<file path="src/rtl/core_pkg.sv">
// core_pkg: constants, fetch state encoding and instruction field positions shared across the core
package core_pkg;
  localparam logic [15:0] PC_STEP = 16'd2;
  localparam logic [15:0] RESET_PC_DEF = 16'h0000;
  typedef enum logic [1:0] {IDLE, REQ, DROP} fetch_state_e;
  localparam int OPC_HI = 15;
  localparam int OPC_LO = 12;
  localparam int REG1_HI = 11;
  localparam int REG1_LO = 8;
  localparam int REG2_HI = 7;
  localparam int REG2_LO = 4;
  localparam int RES_HI = 3;
  localparam int RES_LO = 0;
  localparam int OFF_HI = 7;
  localparam int OFF_LO = 0;
endpackage

</file>
<file path="src/rtl/fetch_queue.sv">
// fetch_queue: 2-entry FIFO of {ins, pc} with registered head
// Ports: clk, clr (async reset), push/din_*, pop, flush, cnt (0..2), head_ins/head_pc
module fetch_queue (
  input  logic        clk,
  input  logic        clr,
  input  logic        push,
  input  logic        pop,
  input  logic        flush,
  input  logic [15:0] din_ins,
  input  logic [15:0] din_pc,
  output logic [1:0]  cnt,
  output logic [15:0] head_ins,
  output logic [15:0] head_pc
);
  logic [15:0] tail_ins, tail_pc;
  logic load_head, shift, load_tail;
  // data lands in the head slot when the queue is empty or its only entry leaves this cycle
  assign load_head = push && (cnt == 2'd0 || (cnt == 2'd1 && pop));
  assign shift = pop && cnt == 2'd2;
  assign load_tail = push && !load_head;
  always_ff @(posedge clk or posedge clr)
    if (clr) begin
      cnt <= 2'd0;
      head_ins <= 16'd0;
      head_pc <= 16'd0;
      tail_ins <= 16'd0;
      tail_pc <= 16'd0;
    end else if (flush) begin
      cnt <= 2'd0;
    end else begin
      cnt <= cnt + {1'b0, push} - {1'b0, pop};
      if (load_head) begin
        head_ins <= din_ins;
        head_pc <= din_pc;
      end else if (shift) begin
        head_ins <= tail_ins;
        head_pc <= tail_pc;
      end
      if (load_tail) begin
        tail_ins <= din_ins;
        tail_pc <= din_pc;
      end
    end
endmodule

</file>
<file path="src/rtl/fetch_unit.sv">
// fetch_unit: PC owner issuing req/ack instruction fetches into a 2-entry queue, with redirect/flush
// Ports: clk, clr (async reset); redirect/redirect_addr from execute; imem_req/imem_addr/imem_ack/imem_rdata
// to memory; out_valid/out_ready/out_ins/out_pc to decode; align_err pulses on an odd redirect target
module fetch_unit
  import core_pkg::*;
#(
  parameter logic [15:0] RESET_PC = RESET_PC_DEF
) (
  input  logic        clk,
  input  logic        clr,
  input  logic        redirect,
  input  logic [15:0] redirect_addr,
  output logic        imem_req,
  output logic [15:0] imem_addr,
  input  logic        imem_ack,
  input  logic [15:0] imem_rdata,
  output logic        out_valid,
  input  logic        out_ready,
  output logic [15:0] out_ins,
  output logic [15:0] out_pc,
  output logic        align_err
);
  fetch_state_e state;
  logic [15:0] req_addr, fetch_pc, tgt, nxt_pc;
  logic [1:0] cnt, cnt_next;
  logic push, pop, room;
  assign tgt = {redirect_addr[15:1], 1'b0};
  assign nxt_pc = req_addr + PC_STEP;
  assign push = state == REQ && imem_ack && !redirect;
  // a redirect flushes the queue, so a same-cycle pop consumes nothing
  assign pop = out_valid && out_ready && !redirect;
  assign cnt_next = redirect ? 2'd0 : cnt + {1'b0, push} - {1'b0, pop};
  // only issue when the returning word is guaranteed a queue slot
  assign room = cnt_next < 2'd2;
  assign imem_req = state != IDLE;
  assign imem_addr = req_addr;
  assign out_valid = cnt != 2'd0;
  always_ff @(posedge clk or posedge clr)
    if (clr) begin
      state <= IDLE;
      req_addr <= RESET_PC;
      fetch_pc <= RESET_PC;
      align_err <= 1'b0;
    end else begin
      align_err <= redirect && redirect_addr[0];
      if (redirect) begin
        fetch_pc <= tgt;
        // an unacked request must keep its address; its data is dropped when it returns
        if (state != IDLE && !imem_ack) state <= DROP;
        else begin
          state <= REQ;
          req_addr <= tgt;
        end
      end else if (state == IDLE || imem_ack) begin
        state <= room ? REQ : IDLE;
        req_addr <= state == REQ ? nxt_pc : fetch_pc;
        if (state == REQ) fetch_pc <= nxt_pc;
      end
    end
  fetch_queue u_queue (
    .clk(clk),
    .clr(clr),
    .push(push),
    .pop(pop),
    .flush(redirect),
    .din_ins(imem_rdata),
    .din_pc(req_addr),
    .cnt(cnt),
    .head_ins(out_ins),
    .head_pc(out_pc)
  );
endmodule

</file>
<file path="config.mk">
export PLATFORM = sky130hd
export DESIGN_NAME = fetch_unit
export DESIGN_NICKNAME = d
export VERILOG_FILES = /design/src/rtl/core_pkg.sv /design/src/rtl/fetch_queue.sv /design/src/rtl/fetch_unit.sv
export SDC_FILE = /design/constraint.sdc
export NUM_CORES = 1
export LEC_CHECK = 0
export ABC_AREA = 1
export CORE_MARGIN = 5
export CORE_UTILIZATION = 50
export CTS_CLUSTER_SIZE = 10
export DETAILED_ROUTE_END_ITERATION = 8
export DONT_BUFFER_PORTS = 1
export PLACE_DENSITY = 0.69
export SYNTH_ARGS = -nofsm -noshare
export SYNTH_HDL_FRONTEND = slang
export SYNTH_HIERARCHICAL = 1
export SYNTH_SLANG_ARGS = --single-unit
</file>
<file path="constraint.sdc">
create_clock -name clk -period 6.4 [get_ports clk]
set_input_delay 1.28 -clock clk [delete_from_list [all_inputs] [get_ports clk]]
set_output_delay 1.28 -clock clk [all_outputs]
set_load 0.02 [all_outputs]
</file>
==> results of run 1 <==
critical path, cell delays in order:
cell	delay [ns]
inv_1	0.29
nand2_1	0.09
nor2_1	0.26
inv_1	0.09
nand2_2	0.50
nand3_2	0.77
nand2_1	0.24
nand2_1	0.65
nand2_1	0.25
nand2_1	0.08
sequential cells by signal (all words and copies together) (netlist names):
name / flops
state: 2
align_err: 1
u_queue/tail_pc: 16
u_queue/cnt: 2
u_queue/tail_ins: 16
u_queue/head_ins: 16
fetch_pc: 16
imem_addr: 16
u_queue/head_pc: 16
path summary, 6_finish.rpt:
check / slack, ns / depth (start not counted) / startpoint / to
max in group asynchronous: 4.63 / 2 / clr / u_queue/head_pc[6]
min: 0.49 / 2 / fetch_pc[7] / fetch_pc[7]
min reg2reg: 0.49 / 2 / fetch_pc[7] / fetch_pc[7]
max: 2.10 / 10 / redirect / u_queue/head_pc[3]
max reg2reg: 2.42 / 9 / state[1] / u_queue/head_pc[3]
min in group asynchronous: 0.81 / 1 / clr / u_queue/tail_pc[11]
cells by family (layout without fill, tap and decap cells):
group           after synthesis  after routing
fa+ha+maj                     4              4
flops                       101            101
compound gates               69             69
other cells                   0              1
buf+inv                      99             80
simple gates                412            412
xor+xnor                      8              8
per-stage QoR:
step                      util, %  area (um2)  total power [mW]  std cells  hold slack (ns)
final                        52.8        5410              2.25        811            0.489
after global routing         52.8        5410              2.43        811            0.517
after CTS                    52.8        5400              2.27        810            0.490
after detailed placement     50.7        5190              1.83        794            0.465
after global placement       50.7        5190              1.80        794            0.462
after floorplan                 -        5200              1.67        693            0.449
cell usage after synthesis, drive strengths merged:
cell	instances
nand2	311
dfrtp	101
inv	61
o21ai	56
nand4	38
nor2	32
buf	30
nand3	26
a21oi	11
clkbuf	8
xnor2	5
ha	4
or2	4
xor2	3
nor3	1
o2111ai	1
o21bai	1
cell type report:
cell class / instances / area [um2]
Fill cell: 987 / 4820
Sequential cell: 101 / 2530
Multi-Input combinational cell: 493 / 2240
Inverter: 61 / 229
Tap cell: 136 / 170
Clock buffer: 11 / 151
Clock inverter: 5 / 63.8
Timing Repair Buffer: 3 / 22.5
Antenna cell: 1 / 2.50
power breakdown:
group	internal, mW	switching (mW)
combinational	0.205	0.356
clock	0.206	0.225
sequential	0.875	0.381
total	1.29	0.962
metal layers:
layer | share of wire, % | GRT usage [%] | vias to the layer above
li1 | - | - | 2144
met1 | 44 | 27.5 | 2052
met2 | 48 | 32.6 | 129
met3 | 7.4 | 6.03 | 11
met4 | 1.2 | 6.01 | 0
met5 | 0 | 0 | -
==> flow_summary.rst, run 1 <==
.. list-table::
   :header-rows: 1

   * - Metric
     - Value
   * - Status
     - finished, final reports clean
   * - Die Area
     - roughly 13,000 um2
   * - Total wire length after detailed routing
     - 12.6 mm
   * - Post-placement setup slack
     - 1.79 ns
   * - Number of cell rows
     - 37
   * - Share of the yosys chip area belonging to registers
     - 48.6%
   * - Die span in x
     - 112 um
   * - Kind of critical path
     - in -> reg
   * - Highest clock frequency the design can meet
     - 233 MHz
   * - Inserted Clock Buffers
     - 9
   * - Syn Inst Count
     - just under 700
   * - Library cells used by synthesis
     - 29
   * - Longest Clk Path Bufs
     - 2
   * - Cells taking the most area after synthesis
     - dfrtp_1, nand2_1, nand4_1, o21ai_0, inv_1
   * - CP required
     - 6.64 ns
   * - Mean instance size in the synthesized netlist
     - 7.50 um2
   * - Period utilisation layout
     - 67.1%
   * - Max-Slew Margin vs Limit
     - 28.8%
   * - HPWL after detailed placement
     - 8.43 mm
   * - Core Box Area
     - a little over 10,000 um2
   * - Cell accounting for the most synthesized area
     - dfrtp_1
   * - Fin. Hold Viols
     - 0
   * - Number of I/O port buffers
     - 0
   * - Multiplexer share of the synthesized area
     - 0%
   * - Maximum level of the CTS H-tree
     - 3
   * - Type of the tightest min-delay check
     - reg -> reg
   * - Number of routed nets with antenna violations
     - 0
   * - Most common library cell in the layout ignoring fill and taps
     - nand2_1
   * - Wire length of the first global-routing pass
     - 21.0 mm
   * - RSZ-0062 raised after global routing
     - false
   * - Min cycle time layout
     - approximately 4.3 ns
   * - Average wire per cell in the routed design
     - 15.5 um
   * - Post-synth top area share
     - 48.6%
   * - Initial Utilization
     - about 51%
   * - Detailed-router iteration count before antenna repair
     - 5
   * - Later-pin clock latency in the skew report
     - 0.36 ns
   * - Setup bufs post-CTS
     - 0
   * - Library cell used as clock root buffer
     - clkbuf_8
   * - Pwr dens
     - 416 nW/um2
   * - Setup TNS
     - 0 ns
   * - Post-synthesis share of cell area spent on full adders, half adders and majority gates
     - 0.963%
   * - Leak Pwr
     - roughly 2.9 nW
   * - Largest clock skew in the final design
     - 0.0153 ns
   * - Overflow after GRT
     - 0
   * - VDD IR-drop max
     - ~0.00019 V
   * - Hold_buf cts
     - 0
   * - Gr usage total
     - 20.5%
   * - Die Span Y
     - between 100 and 150 um
   * - Final weighted congestion in routability-driven placement
     - ~0.8
   * - Detailed Route Iter0 Violations
     - 370
   * - Worst Setup Slack, final
     - ~2.1 ns
   * - Sink count of the clock tree
     - around 100
   * - PostCTS Resize Cnt
     - 0
   * - Largest family of logic cells by synthesized area
     - simple AND/OR/NAND/NOR gates
   * - Synthesis-to-finish area growth
     - 4.02%
   * - Warnings, synthesis
     - 6
   * - Launching element type of the critical path
     - input port
   * - Leading cell types in the layout, fill and taps excluded
     - nand2_1, dfrtp_1, inv_1, o21ai_0, nand4_1
   * - Final net count
     - 710
   * - Number of setup violations in the final report
     - 0
   * - Complex-gate fraction of the synthesized area
     - 7.20%
   * - Via count of the first global-routing pass
     - 4,072
   * - Worst-Margin Slew
     - 1.07 ns
   * - Nets in the synthesized netlist
     - 734
   * - Clock-pin slew on the worst setup and hold paths
     - 0.09 ns
   * - Flip-flop and latch count after synthesis
     - 101
   * - Critical Path Fanout Max
     - 34
   * - Avg Vias per Cell
     - ~5.3
   * - Pin count of the biggest net entering global routing
     - 65
   * - Element type at the critical path end
     - register
   * - XOR/XNOR Fraction of Synth Area
     - 1.35%
   * - Area fraction in and, or, nand and nor cells after synthesis
     - about a third
   * - Number of antenna violations at the first check in global routing
     - 1
   * - Top Ports
     - 88
   * - Number of max-cap violations
     - 0
   * - Total via count after detailed routing
     - ~4,300
   * - CTS tree
     - done
   * - Share of layout cells above drive strength 1
     - 7.12%
   * - Critical Path AT
     - 4.54 ns
   * - Post-Syn Area
     - between 5000 and 6000 um2
   * - Remaining design rule violation count
     - 0
   * - Number of max-slew violations in the final report
     - 0
(Power assumes the default switching activity.)
==> inputs of run 2 (changes only) <==
Settings changed: PLACE_DENSITY 0.69 to 0.72.
Clock period 6.4 ns to 3.5 ns, I/O delays scaled along.
==> run 2 against run 1 <==
- sequential share of layout area down 0.065 points
- clock power is 50% higher
- total power rose by 77%
- core utilization up 0.073 points
- combinational power increased by 86%
- sequential power rose by 83%
- global-route usage down 0.093 points
- critical path depth shrank 1
- flip-flop and latch count stayed put
- wire length is 1.1% lower
- clock skew fell by 0.0029 ns
- worst hold slack worse by 0.18 ns
- critical path type is now reg -> reg
==> flow_summary.rst, run 2 (synthesis gave the netlist of run 1 again) <==
.. list-table::
   :header-rows: 1

   * - Metric
     - Value
   * - Largest clock skew in the final design
     - roughly 0.012 ns
   * - CP required
     - 3.75 ns
   * - VDD IR-drop max
     - 0.000334 V
   * - Area of the multi-input gates
     - 2240 um2
   * - Average wire per cell in the routed design
     - 15.3 um
   * - Total routed wire length on the met1 layer
     - 5.35 mm
   * - Cell with the biggest individual delay on the critical path
     - nand2_1
   * - HPWL after detailed placement
     - between 8 and 9 mm
   * - Number of routed nets with antenna violations
     - 0
   * - Met2 wire length
     - 5.93 mm
   * - Library cell used as clock root buffer
     - clkbuf_8
   * - Post-route cell area
     - 5410 um2
   * - Gr usage total
     - 20.4%
   * - Element type at the critical path end
     - register
   * - Worst setup startpoint
     - state[1]
   * - Initial Utilization
     - 50.8%
   * - Synthesis-to-finish area growth
     - 4.16%
   * - Uppermost metal layer occupied by signal nets
     - met4
   * - Most common library cell in the layout ignoring fill and taps
     - nand2_1
   * - Number of setup violations in the final report
     - 0
   * - Library cell appearing most often on the critical path
     - nand2_1
   * - Total length of routed met3 wires
     - 958 um
   * - Number of max-cap violations
     - 0
   * - Via count of the first global-routing pass
     - between 4,000 and 5,000
   * - Total placed instance area
     - 5250 um2
   * - PostCTS Resize Cnt
     - 0
   * - Detailed-router iteration count before antenna repair
     - 5
   * - Type of the tightest min-delay check
     - in -> async
   * - RSZ-0062 raised after global routing
     - false
   * - Fin. Hold Viols
     - 0
   * - Core Box Area
     - 10,200 um2
   * - Worst-Margin Slew
     - approximately 1.1 ns
   * - Hold_buf cts
     - 0
   * - Setup TNS
     - 0 ns
   * - Max incr delay on CP
     - 0.62 ns
   * - Final weighted congestion in routability-driven placement
     - 0.819
   * - Leak Pwr
     - between 2 and 3 nW
   * - Origin of the critical flop-to-flop path
     - state[1]
   * - Period utilisation layout
     - 76.5%
   * - Number of diodes
     - 0
   * - Die Span Y
     - between 100 and 150 um
   * - Max-Slew Margin vs Limit
     - 29.7%
   * - Pin count of the biggest net entering global routing
     - 50
   * - Launching element type of the critical path
     - register
   * - Pwr dens
     - 736 nW/um2
   * - Remaining design rule violation count
     - 0
   * - CTS tree
     - done
   * - Later-pin clock latency in the skew report
     - 0.36 ns
   * - Highest clock frequency the design can meet
     - 374 MHz
   * - Critical-path cell list
     - nor2_2, buf_4, inv_2, nor3_2, nand3_2, nand2_1, nand2_1, nand2_1, nand2_1
   * - Number of fillers in the final layout
     - just under 1,000
   * - Kind of critical path
     - reg -> reg
   * - Critical Path Fanout Max
     - 32
   * - Total via count after detailed routing
     - between 4,000 and 5,000
   * - Setup bufs post-CTS
     - 0
   * - Critical Path AT
     - slightly below 3 ns
   * - Die Area
     - 12,500 um2
   * - Critical path buffer and inverter count
     - 2
   * - Detailed Route Iter0 Violations
     - 308
   * - Status
     - finished, final reports clean
   * - Longest Clk Path Bufs
     - 2
   * - Number of max-slew violations in the final report
     - 0
   * - Wire length of the first global-routing pass
     - between 20 and 25 mm
   * - Die span in x
     - 112 um
   * - Top Ports
     - 88
   * - Min cycle time layout
     - 2.68 ns
   * - Sink count of the clock tree
     - 101
   * - Total area of sequential cells
     - 2530 um2
   * - Total wire length after detailed routing
     - 12.5 mm
   * - Avg Vias per Cell
     - 5.41
   * - Leading cell types in the layout, fill and taps excluded
     - nand2_1, dfrtp_1, inv_1, o21ai_0, nand4_1
   * - Final net count
     - between 700 and 800
   * - Maximum level of the CTS H-tree
     - 3
   * - Inserted Clock Buffers
     - 9
   * - Number of I/O port buffers
     - 0
   * - Cell family contributing the most delay on the critical path
     - simple AND/OR/NAND/NOR gates
   * - Clock-pin slew on the worst setup and hold paths
     - 0.10 ns
   * - Number of antenna violations at the first check in global routing
     - 0
   * - Share of layout cells above drive strength 1
     - 7.64%
   * - Number of cell rows
     - 37
   * - Overflow after GRT
     - 0
==> run 2: cell count changes in the layout (fill, tap and decap cells not counted), sizes merged <==
| cell | previous run | this run |
|---|---|---|
| clkinv | 1 | 2 |
| buf | 3 | 10 |
| clkinvlp | 1 | 2 |
| clkbuf | 11 | 12 |
| inv | 63 | 61 |
| diode | 1 | 0 |
| bufinv | 1 | 0 |
==> run 2: area by class of cell <==
type                    instances  share of cell area (%)
clock buffers                  12                    2.50
clock inverters                 4                   0.462
inverters                      61                    4.23
multi-input cells             493                    41.4
flip-flops and latches        101                    46.7
well taps                     136                    3.14
repair buffers                 10                    1.62
==> run 2: layer usage <==
layer	global-route usage (%)	up-vias
met5	0	-
met4	7.21	0
met3	5.92	17
met2	32.1	149
met1	27.2	2089
li1	-	2161
==> run 2: through the flow <==
stage	hold slack (ns)	total power, mW	std cells	utilization, %	setup slack, ns
2_1_floorplan	0.449	3.06	693	-	0.941
3_5_place_dp	0.469	3.37	801	51.4	0.500
5_1_grt	0.339	4.32	817	52.9	0.486
6_report	0.313	3.98	817	52.9	0.823
3_3_place_gp	0.462	3.30	801	51.4	0.689
4_1_cts	0.312	4.02	817	52.9	0.808
==> run 2: power breakdown <==
part / total, mW / switching (mW) / leakage [nW] / internal [mW]
combinational: 1.04 / 0.648 / 1.50 / 0.390
sequential: 2.30 / 0.698 / 1.29 / 1.60
clock: 0.648 / 0.390 / 0.0764 / 0.258
==> run 2: path summary, 6_finish.rpt <==
path                                             to  slack, ns  cells past startpoint
worst max-delay path            u_queue/head_pc[13]       0.82                      9
worst min-delay path                   fetch_pc[14]       0.31                      2
worst max register to register  u_queue/head_pc[13]       0.82                      9
worst min register to register          fetch_pc[7]       0.49                      2
max in group asynchronous        u_queue/head_pc[5]       2.31                      2
min in group clk                     u_queue/cnt[0]       0.40                      1
==> run 2: worst register-to-register path, cell delays in order, from the launching register on <==
cell and delay (ns):
dfrtp_1 0.40, nor2_2 0.10, buf_4 0.25, inv_2 0.18, nor3_2 0.25, nand3_2 0.29, nand2_1 0.14, nand2_1 0.62
nand2_1 0.25, nand2_1 0.09
==> inputs of run 3 (changes only) <==
Clock period 3.5 ns to 2.46 ns, I/O delays scaled along.
==> run 3 against run 2 <==
- flip-flop and latch count stayed put
- global-route usage is 0.060 points higher
- via count decreased by 0.43%
- setup slack got worse by 0.55 ns
- fmax rose by 22%
==> flow_summary.rst, run 3 (synthesis gave the netlist of run 1 again) <==
.. list-table::
   :header-rows: 1

   * - Metric
     - Value
   * - Status
     - finished, final reports clean
   * - Library cell used as clock root buffer
     - clkbuf_8
   * - Post-placement setup slack
     - 0.336 ns
   * - Number of diodes
     - 0
   * - Later-pin clock latency in the skew report
     - 0.37 ns
   * - Library cell appearing most often on the critical path
     - buf_4
   * - Die Area
     - 12,500 um2
   * - Fraction of power consumed by combinational cells
     - 25.8%
   * - Final weighted congestion in routability-driven placement
     - 0.831
   * - Longest Clk Path Bufs
     - 2
   * - Sink count of the clock tree
     - 101
   * - Number of setup violations in the final report
     - 0
   * - Highest clock frequency the design can meet
     - 456 MHz
   * - Die span in x
     - between 100 and 150 um
   * - Number of I/O port buffers
     - 0
   * - Sw Ratio
     - 42.9%
   * - Detailed Route Iter0 Violations
     - 353
   * - Cell Count, Final, Fillers Out
     - 824
   * - Launching element type of the critical path
     - register
   * - CTS tree
     - done
   * - Number of max-cap violations
     - 0
   * - Setup TNS
     - 0 ns
   * - Remaining design rule violation count
     - 0
   * - Internal Pwr Total
     - 3.37 mW
   * - Min cycle time layout
     - 2.19 ns
   * - HPWL after detailed placement
     - 8.50 mm
   * - Detailed-router iteration count before antenna repair
     - 4
   * - Cell family contributing the most delay on the critical path
     - buffers and inverters
   * - Type of the tightest min-delay check
     - in -> async
   * - Post-route cell area
     - 5510 um2
   * - Number of max-slew violations in the final report
     - 0
   * - Critical Path AT
     - between 2 and 2.5 ns
   * - Critical path buffer and inverter count
     - 3
   * - Number of fillers in the final layout
     - 984
   * - Leak Pwr
     - 2.93 nW
   * - Wire length of the first global-routing pass
     - 21.2 mm
   * - Max-Slew Margin vs Limit
     - between 50% and 60%
   * - Leading cell types in the layout, fill and taps excluded
     - nand2_1, dfrtp_1, inv_1, o21ai_0, nand4_1
   * - Cell with the biggest individual delay on the critical path
     - buf_4
   * - Top Ports
     - 88
   * - Total via count after detailed routing
     - 4,397
   * - Pwr dens
     - approximately 1100 nW/um2
   * - Synthesis-to-finish area growth
     - 6.04%
   * - Number of routed nets with antenna violations
     - 0
   * - Element type at the critical path end
     - register
   * - Average wire per cell in the routed design
     - 15.1 um
   * - Kind of critical path
     - reg -> reg
   * - Gr usage total
     - 20.5%
   * - Most common library cell in the layout ignoring fill and taps
     - nand2_1
   * - Inserted Clock Buffers
     - 9
   * - Max incr delay on CP
     - ~0.42 ns
   * - CP required
     - approximately 2.7 ns
   * - Fin. Hold Viols
     - 0
   * - Period utilisation layout
     - roughly nine tenths
   * - Pin count of the biggest net entering global routing
     - 37
   * - Final net count
     - 724
   * - Total placed instance area
     - 5290 um2
   * - Clock share of power
     - 19.3%
   * - Share of layout cells above drive strength 1
     - 8.87%
   * - Total wire length after detailed routing
     - 12.4 mm
   * - VDD IR-drop max
     - approximately 0.00052 V
   * - Critical-path cell list
     - nor2_2, inv_2, nor3_2, buf_4, nand3_2, buf_4, nand2_1, o21ai_0
   * - Critical Path Fanout Max
     - 36
   * - Overflow after GRT
     - 0
   * - Number of cell rows
     - 37
   * - RSZ-0062 raised after global routing
     - false
   * - Maximum level of the CTS H-tree
     - 3
   * - Avg Vias per Cell
     - between 5 and 6
   * - Number of antenna violations at the first check in global routing
     - 0
   * - Worst Setup Slack, final
     - 0.269 ns
   * - Initial Utilization
     - 50.8%
   * - Worst-Margin Slew
     - 0.668 ns
   * - Die Span Y
     - 112 um
   * - Register share of total power
     - 54.9%
   * - Core Box Area
     - between 10,000 and 15,000 um2
   * - Via count of the first global-routing pass
     - between 4,000 and 5,000
   * - Number of placed cells counting well taps
     - slightly above 800
   * - Clock-pin slew on the worst setup and hold paths
     - 0.11 ns
   * - Net switching power of the design
     - 2.53 mW
   * - Largest clock skew in the final design
     - roughly 0.015 ns
## run 3: cell count changes in the layout (fill, tap and decap cells not counted), moves of 2 or more
cell and change:
clkinv_2 -2, inv_8 +2, clkbuf_1 -3, buf_4 +7, inv_6 +2
## run 3: power groups by stage
stage	registers, mW	clock network, mW	logic [mW]
floorplan	3.09	0	1.26
global placement	3.25	0	1.47
detailed placement	3.28	0	1.53
CTS	3.25	1.17	1.54
global route	3.34	1.26	1.79
finish	3.24	1.14	1.52
## run 3: cell type report
class                      instances  area (um2)  area share, %
multi-input combinational        493        2240           40.6
clock buffer                      10         138           2.50
sequential                       101        2530           45.9
inverter                          61         229           4.15
tap                              136         170           3.09
timing repair buffer              17         130           2.36
clock inverter                     6        77.6           1.41
## run 3: final timing paths
kind	startpoint	endpoint	slack, ns	depth (start not counted)
max	state[1]	u_queue/tail_ins[8]	0.27	8
min	clr	fetch_pc[7]	0.11	2
max reg2reg	state[1]	u_queue/tail_ins[8]	0.27	8
min reg2reg	fetch_pc[9]	fetch_pc[9]	0.49	2
max in group asynchronous	clr	u_queue/head_pc[8]	1.25	3
min in group clk	redirect	u_queue/cnt[0]	0.19	1
## run 3: timing repair
item / CTS / global route
hold buffers: 1 / 0
endpoints found under the setup margin: 0 / 0
buffers inserted: 0 / 0
gates resized for setup: 0 / 0
hold endpoints to repair: 10 / 0
## run 3: metrics by stage
step           hold WS, ns  power (mW)  utilization (%)
2_1_floorplan        0.449        4.35                -
6_report             0.107        5.90             53.9
3_5_place_dp         0.317        4.80             51.7
3_3_place_gp         0.309        4.72             51.7
5_1_grt              0.121        6.38             53.9
4_1_cts              0.108        5.96             53.9
## run 3: routing by layer
| layer | global-route usage, % | up-vias | share of wire [%] |
|---|---|---|---|
| met3 | 6.20 | 17 | 8.6 |
| met1 | 26.5 | 2051 | 42 |
| met5 | 0 | - | 0 |
| met4 | 5.69 | 0 | 1.6 |
| met2 | 33.6 | 164 | 48 |
| li1 | - | 2165 | - |
